### config.mk
export PLATFORM = sky130hd
export DESIGN_NAME = f1_kuznyechik_mode
export DESIGN_NICKNAME = d
export VERILOG_FILES = /design/src/rtl/f1_kuz_mode_pkg.sv /design/src/rtl/f1_blk_fifo.sv /design/src/rtl/f1_kuznyechik_mode.sv
export SDC_FILE = /design/constraint.sdc
export NUM_CORES = 2
export LEC_CHECK = 0
export ABC_AREA = 0
export BUFFER_PORTS_ARGS = -buffer_cell sky130_fd_sc_hd__buf_2
export CORE_AREA = 2 2 455 457
export CTS_CLUSTER_DIAMETER = 30
export DETAILED_ROUTE_END_ITERATION = 10
export DIE_AREA = 0 0 457 459
export GPL_ROUTABILITY_DRIVEN = 0
export PLACE_DENSITY = 0.49
export SKIP_CTS_REPAIR_TIMING = 1
export SLEW_MARGIN = 20
export SYNTH_ARGS = -nofsm -noshare
export SYNTH_HDL_FRONTEND = slang
export SYNTH_SLANG_ARGS = --single-unit
### constraint.sdc
create_clock -name clk -period 31.3 [get_ports clk]
set_input_delay 7.825 -clock clk [delete_from_list [all_inputs] [get_ports clk]]
set_output_delay 7.825 -clock clk [all_outputs]
set_load 0.05 [all_outputs]
### src/rtl/f1_kuz_mode_pkg.sv
// Shared types and helpers for the Kuznyechik block-cipher mode engine.
package f1_kuz_mode_pkg;

  localparam int BLOCK_W = 128;
  localparam int KEY_W   = 256;

  typedef enum logic [1:0] {
    MODE_ECB  = 2'b00,
    MODE_CBC  = 2'b01,
    MODE_CTR  = 2'b10,
    MODE_RSVD = 2'b11
  } mode_e;

  typedef enum logic [1:0] {
    ST_IDLE,
    ST_KEY,
    ST_ISSUE,
    ST_WAIT
  } state_e;

  // Increment the low ctr_bits of a counter block; upper bits never see a carry.
  function automatic logic [BLOCK_W-1:0] ctr_inc(input logic [BLOCK_W-1:0] blk,
                                                 input int ctr_bits);
    logic [BLOCK_W-1:0] mask;
    mask = (ctr_bits >= BLOCK_W) ? '1 : ((BLOCK_W'(1) << ctr_bits) - BLOCK_W'(1));
    return (blk & ~mask) | ((blk + BLOCK_W'(1)) & mask);
  endfunction

endpackage

### src/rtl/f1_blk_fifo.sv
// Synchronous block FIFO with a combinational head and registered empty/full flags.
module f1_blk_fifo #(
  parameter int WIDTH = 128,
  parameter int DEPTH = 4
) (
  input  logic             clk,
  input  logic             reset,
  input  logic             push,
  input  logic             pop,
  input  logic [WIDTH-1:0] din,
  output logic [WIDTH-1:0] dout,
  output logic             empty,
  output logic             full
);

  localparam int AW = $clog2(DEPTH);
  localparam logic [AW:0] FULL_CNT = (AW + 1)'(DEPTH);

  logic [WIDTH-1:0] mem [DEPTH];
  logic [AW-1:0]    wr_ptr, rd_ptr;
  logic [AW:0]      count, count_nxt;
  logic             do_push, do_pop;

  // A full FIFO still takes a push when the head leaves in the same cycle.
  assign do_pop  = pop && !empty;
  assign do_push = push && (!full || do_pop);
  assign dout    = mem[rd_ptr];

  // NOTE: every variable assigned in always_comb gets a default first, so no latch is inferred.
  always_comb begin
    count_nxt = count;
    if (do_push && !do_pop)      count_nxt = count + 1'b1;
    else if (!do_push && do_pop) count_nxt = count - 1'b1;
  end

  // NOTE: state uses non-blocking assignments so every flop samples pre-edge values.
  always_ff @(posedge clk or posedge reset) begin
    if (reset) begin
      wr_ptr <= '0;
      rd_ptr <= '0;
      count  <= '0;
      empty  <= 1'b1;
      full   <= 1'b0;
    end else begin
      if (do_push) wr_ptr <= wr_ptr + 1'b1;
      if (do_pop)  rd_ptr <= rd_ptr + 1'b1;
      count <= count_nxt;
      empty <= (count_nxt == '0);
      full  <= (count_nxt == FULL_CNT);
    end
  end

  // NOTE: storage is not reset; the pointers alone decide which entries are meaningful.
  always_ff @(posedge clk) begin
    if (do_push) mem[wr_ptr] <= din;
  end

endmodule

### src/rtl/f1_kuznyechik_mode.sv
// ECB/CBC/CTR chaining engine in front of the Kuznyechik core's strobe interface.
module f1_kuznyechik_mode
  import f1_kuz_mode_pkg::*;
#(
  parameter int FIFO_DEPTH = 4,
  parameter int CTR_BITS   = 64
) (
  input  logic               clk,
  input  logic               reset,
  output logic               ready,
  input  logic               cfg_valid_s,
  input  logic [1:0]         mode,
  input  logic               encrypt_decrypt_n,
  input  logic [BLOCK_W-1:0] iv,
  input  logic               skey_valid_s,
  input  logic [KEY_W-1:0]   skey,
  output logic               skey_ready_s,
  input  logic               valid_s,
  input  logic [BLOCK_W-1:0] din,
  output logic               full,
  output logic               ready_s,
  output logic [BLOCK_W-1:0] dout,
  output logic               err,
  output logic               core_skey_valid_s,
  output logic [KEY_W-1:0]   core_skey,
  input  logic               core_skey_ready_s,
  output logic               core_valid_s,
  output logic               core_encrypt_decrypt_n,
  output logic [BLOCK_W-1:0] core_din,
  input  logic               core_ready,
  input  logic               core_ready_s,
  input  logic [BLOCK_W-1:0] core_dout
);

  state_e             state;
  mode_e              mode_r;
  logic               dir_r;
  logic [BLOCK_W-1:0] chain_r, hold_r, head;
  logic               fifo_empty, fifo_pop;
  logic               idle_free, key_accept, cfg_ok, overflow;

  f1_blk_fifo #(.WIDTH(BLOCK_W), .DEPTH(FIFO_DEPTH)) u_fifo (
    .clk   (clk),
    .reset (reset),
    .push  (valid_s),
    .pop   (fifo_pop),
    .din   (din),
    .dout  (head),
    .empty (fifo_empty),
    .full  (full)
  );

  assign idle_free  = (state == ST_IDLE) && fifo_empty;
  assign key_accept = skey_valid_s && idle_free;
  assign cfg_ok     = cfg_valid_s && idle_free && (mode != MODE_RSVD);
  assign fifo_pop   = (state == ST_ISSUE);
  assign overflow   = valid_s && full && !fifo_pop;

  // The key strobe reaches the core in the same cycle it is accepted.
  assign core_skey_valid_s = key_accept && !reset;
  assign core_skey         = skey;

  always_ff @(posedge clk or posedge reset) begin
    if (reset) begin
      state                  <= ST_IDLE;
      mode_r                 <= MODE_ECB;
      dir_r                  <= 1'b1;
      chain_r                <= '0;
      hold_r                 <= '0;
      ready                  <= 1'b0;
      skey_ready_s           <= 1'b0;
      ready_s                <= 1'b0;
      err                    <= 1'b0;
      dout                   <= '0;
      core_valid_s           <= 1'b0;
      core_encrypt_decrypt_n <= 1'b1;
      core_din               <= '0;
    end else begin
      skey_ready_s <= 1'b0;
      ready_s      <= 1'b0;
      core_valid_s <= 1'b0;
      ready        <= (state == ST_IDLE) && fifo_empty && core_ready;

      if ((cfg_valid_s && !cfg_ok) || (skey_valid_s && !key_accept) || overflow)
        err <= 1'b1;

      if (cfg_ok) begin
        mode_r  <= mode_e'(mode);
        dir_r   <= encrypt_decrypt_n;
        chain_r <= iv;
      end

      unique case (state)
        ST_IDLE: begin
          if (key_accept)                    state <= ST_KEY;
          else if (!fifo_empty && core_ready) state <= ST_ISSUE;
        end
        ST_KEY: begin
          if (core_skey_ready_s) begin
            skey_ready_s <= 1'b1;
            state        <= ST_IDLE;
          end
        end
        ST_ISSUE: begin
          // CTR always runs the core forwards; the keystream is XORed on return.
          core_valid_s           <= 1'b1;
          core_encrypt_decrypt_n <= (mode_r == MODE_CTR) ? 1'b1 : dir_r;
          hold_r                 <= head;
          case (mode_r)
            MODE_CBC: core_din <= dir_r ? (head ^ chain_r) : head;
            MODE_CTR: core_din <= chain_r;
            default:  core_din <= head;
          endcase
          state <= ST_WAIT;
        end
        ST_WAIT: begin
          if (core_ready_s) begin
            ready_s <= 1'b1;
            case (mode_r)
              MODE_CBC: begin
                if (dir_r) begin
                  dout    <= core_dout;
                  chain_r <= core_dout;
                end else begin
                  dout    <= core_dout ^ chain_r;
                  chain_r <= hold_r;
                end
              end
              MODE_CTR: begin
                dout    <= core_dout ^ hold_r;
                chain_r <= ctr_inc(chain_r, CTR_BITS);
              end
              default: dout <= core_dout;
            endcase
            state <= fifo_empty ? ST_IDLE : ST_ISSUE;
          end
        end
        default: state <= ST_IDLE;
      endcase
    end
  end

endmodule

==> impl_results.md <==
* Post-DR vias/cell at 5.32
* Chip Width at 457 um
* Power Dens Cells at 132 nW/um^2
* CP Capture Type: primary output
* Routed WL at 262,000 um
* Antenna violations before repair at 128
* Final cycle utilization of the critical path at 53.6%
* Setup CP Type: in -> out
* Post-synth top area cell: edfxtp_1
* Global-route wire length before repair at 355,000 um
* Cell-internal power at 5.02 mW
* Final slew viol count at 0
* Clock skew at 0.0898 ns
* Vias at 43,600
* CP peak stage delay at 0.44 ns
* Post-Syn Nets at 5,545
* WHS at 0.468 ns
* Die Y at 459 um
* Reg2reg start: mode_r[0]$_DFFE_PP0N_
* Synthesized area per cell at 10.7 sq um
* Worst endpoint data arrival time at 8.96 ns
* Synth Flop Type: dfrtp_1
* # port buffers at 658
* Slew headroom at 23.6%
* GR Overflow Total at 0
* Critical hold path startpoint: dout[110]$_DFFE_PP0P_
* Maximum level of the CTS H-tree at 5
* Lkg Pwr at 25.4 nW
* CP delay by family, top: buffers and inverters
* Worst slew pin tran at 1.15 ns
* DRC Markers at 0
* I/O Pins at 1,171
* Combinational share of power at 38.4%
* Most frequent CP cell: buf_2
* Core area at 206,000 sq um
* Pre-Repair DR Iteration Count at 8
* TNS Setup at 0 ns
* DR WL/cell at 31.9 um
* Status: complete, no violations
* TritonCTS clock tree: built
* Hold WC Path Type: reg -> reg
* Layout cell share with drive strength beyond 1 at 25.0%
* Initial Util at 25.3%
* Total GRT Usage at 24.1%
* Root Driver: clkbuf_16
* Fmax at 59.6 MHz
* Vias in the first global route at 42,000
* Async set-or-reset flop fraction in the synthesized netlist at 51.0%
* Worst-Skew Late Latency at 0.92 ns
* Startpoint types: primary input
* Hpwl dp at 185,000 um
* NetSw at 3.71 mW
* Row count at 167
* Sequential share of the synthesized area at 55.1%
* Worst-path cell chain: buf_2 > inv_8 > and4_1 > buf_2
* Largest net degree at the start of global routing at 165
* Crit path max fanout at 78
* Flop pwr share at 26.8%
* Sw Ratio at 42.5%
* Post-Place Cells at 7,602
* Crit path time final at 16.78 ns
* Area of the die at 210,000 sq um
* WP buf/inv at 3
* FF+latch count, synth at 1,044
* CTS Buffer Depth at 4
* Clock Sinks at 1,044
* Share of the synthesized area in the top cell type at 29.5%
* Syn. warnings at 0
* Worst Setup SP: reset
* Largest cells by area after synthesis: edfxtp_1 (30%), dfrtp_1 (25%), mux4_2 (5.5%)
* RSZ-0062 raised after global routing: false
* Post-Layout Cell Count at 8,195
* Synthesized area at 52,000 sq um
* Syn-to-layout area delta at 26.6%
* Layout net count at 5,862
* Peak VDD IR at 0.0961 mV
* Critical path's slowest cell: inv_8
* Max Cap Viol at 0
* Worst Path Required at 23.48 ns
* Post-synthesis cell type count at 75
* Clock-pin slew on the worst setup and hold paths at 0.04 ns
* TritonCTS Buffers at 302
* Clock network fraction of design power at 34.8%
* Final Hold Viols at 0
* 1st-iter DRT viols at 4,224
* DRT antenna net count at 0
* Final Setup Violations at 0
* Post-Synthesis Cells at 4,885
* Number of flops mapped to enable cells by yosys at 512
==> metrics by stage <==
step           cell area, sq um  power (mW)  utilization [%]  setup WS (ns)
6_report                  65900        8.73             32.0          14.52
5_1_grt                   65800        9.15             32.0          14.41
4_1_cts                   65700        8.78             32.0          14.47
3_5_place_dp              55700        5.70             27.1          14.48
3_3_place_gp              55700        5.65             27.1          14.47
2_1_floorplan             52000        4.64                -           3.01
==> worst paths after layout <==
| path | slack (ns) | end | cells past startpoint |
|---|---|---|---|
| hold reg to reg | 0.47 | dout[110]$_DFFE_PP0P_ | 2 |
| max in group asynchronous | 21.13 | core_din[8]$_DFFE_PP0N_ | 5 |
| hold / removal | 0.47 | dout[110]$_DFFE_PP0P_ | 2 |
| min in group asynchronous | 7.00 | dout[66]$_DFFE_PP0P_ | 2 |
| setup / recovery | 14.52 | core_skey_valid_s | 4 |
| setup reg to reg | 26.75 | dout[55]$_DFFE_PP0P_ | 8 |
==> layout make-up <==
type                    count  area (sq um)
fillers                 21000        140000
diodes                     61           153
clock buffers             390          8240
multi-input cells        3059         19500
clock inverters           142          1780
inverters                  68           293
flip-flops and latches   1044         28700
well taps                2704          3380
repair buffers            727          3860
==> layout by cell type, fill, tap and decap left out, drive strengths merged, types with 10 or more instances in the layout <==
cell type,instances
nor4,27
bufinv,39
inv,75
nor2b,119
o22ai,10
and4,11
clkinv,80
and3,29
a221oi,15
a22oi,129
nand2,590
edfxtp,512
a211oi,11
o31a,13
nand3,169
xnor2,27
dfrtp,529
nor3,146
o221ai,121
o21ai,523
mux4,128
buf,727
a21oi,295
nor2,232
diode,61
clkinvlp,16
a221o,64
mux2,12
or3,11
o211ai,17
mux2i,96
nand4,27
a31oi,154
clkbuf,390
==> state kept, by name, summed over array words and instances, names as in the netlist, 2 cells and up <==
signal	cells
u_fifo.wr_ptr	2
u_fifo.rd_ptr	2
core_din	128
hold_r	128
dout	128
state	2
mode_r	2
u_fifo.count	3
u_fifo.mem	512
chain_r	128
==> synth_stat cells, types with 7 or more instances <==
library cell / count
a211oi_1: 11
a21oi_1: 295
a221o_1: 64
a221oi_1: 15
a22oi_1: 129
a31oi_1: 154
and3_1: 29
and4_1: 11
buf_1: 56
buf_2: 37
buf_4: 264
clkbuf_1: 355
dfrtp_1: 529
edfxtp_1: 512
ha_1: 9
inv_1: 65
mux2_2: 12
mux2i_1: 96
mux4_2: 128
nand2_1: 590
nand3_1: 167
nand4_1: 24
nor2_1: 232
nor2b_1: 119
nor3_1: 146
nor4_1: 24
o211ai_1: 17
o21ai_0: 520
o221ai_1: 121
o22a_1: 7
o22ai_1: 10
o31a_1: 13
or3_1: 11
or4_1: 7
xnor2_1: 27
==> worst register-to-register path, cell delays in order, from the launching register on <==
cell      delay, ns
dfrtp_1        0.41
inv_1          0.10
ha_4           0.35
buf_12         0.28
inv_8          1.16
buf_4          1.18
o221ai_1       0.35
a21oi_1        0.41
o21ai_0        0.13
==> layer usage <==
layer / up-vias / part of all wire [%] / routed length (um) / global-route usage (%)
met4: 50 / 7.2 / 18800 / 16.3
met1: 21700 / 34 / 89100 / 25.6
met3: 627 / 13 / 33000 / 11.9
met5: - / 0.17 / 437 / 0.505
li1: 18700 / - / - / -
met2: 2561 / 46 / 120000 / 37.7
==> power by group through the flow <==
| stage | Sequential [mW] | Clock (mW) | Combinational, mW |
|---|---|---|---|
| 2_1_floorplan | 2.70 | 0 | 1.93 |
| 3_3_place_gp | 2.33 | 0 | 3.32 |
| 3_5_place_dp | 2.35 | 0 | 3.35 |
| 4_1_cts | 2.34 | 3.08 | 3.37 |
| 5_1_grt | 2.39 | 3.16 | 3.60 |
| 6_report | 2.34 | 3.04 | 3.35 |
==> logic make-up after synthesis <==
| kind of cell | share of synthesized area (%) |
|---|---|
| and+or+nand+nor | 12.4 |
| AOI/OAI and AO/OA | 16.4 |
| DFF | 55.1 |
| buffers and inverters | 7.66 |
| muxes | 7.65 |
| xor gates and xnor gates | 0.522 |
| adders and majority gates | 0.216 |
No activity file was read; power rests on OpenSTA's default activity.
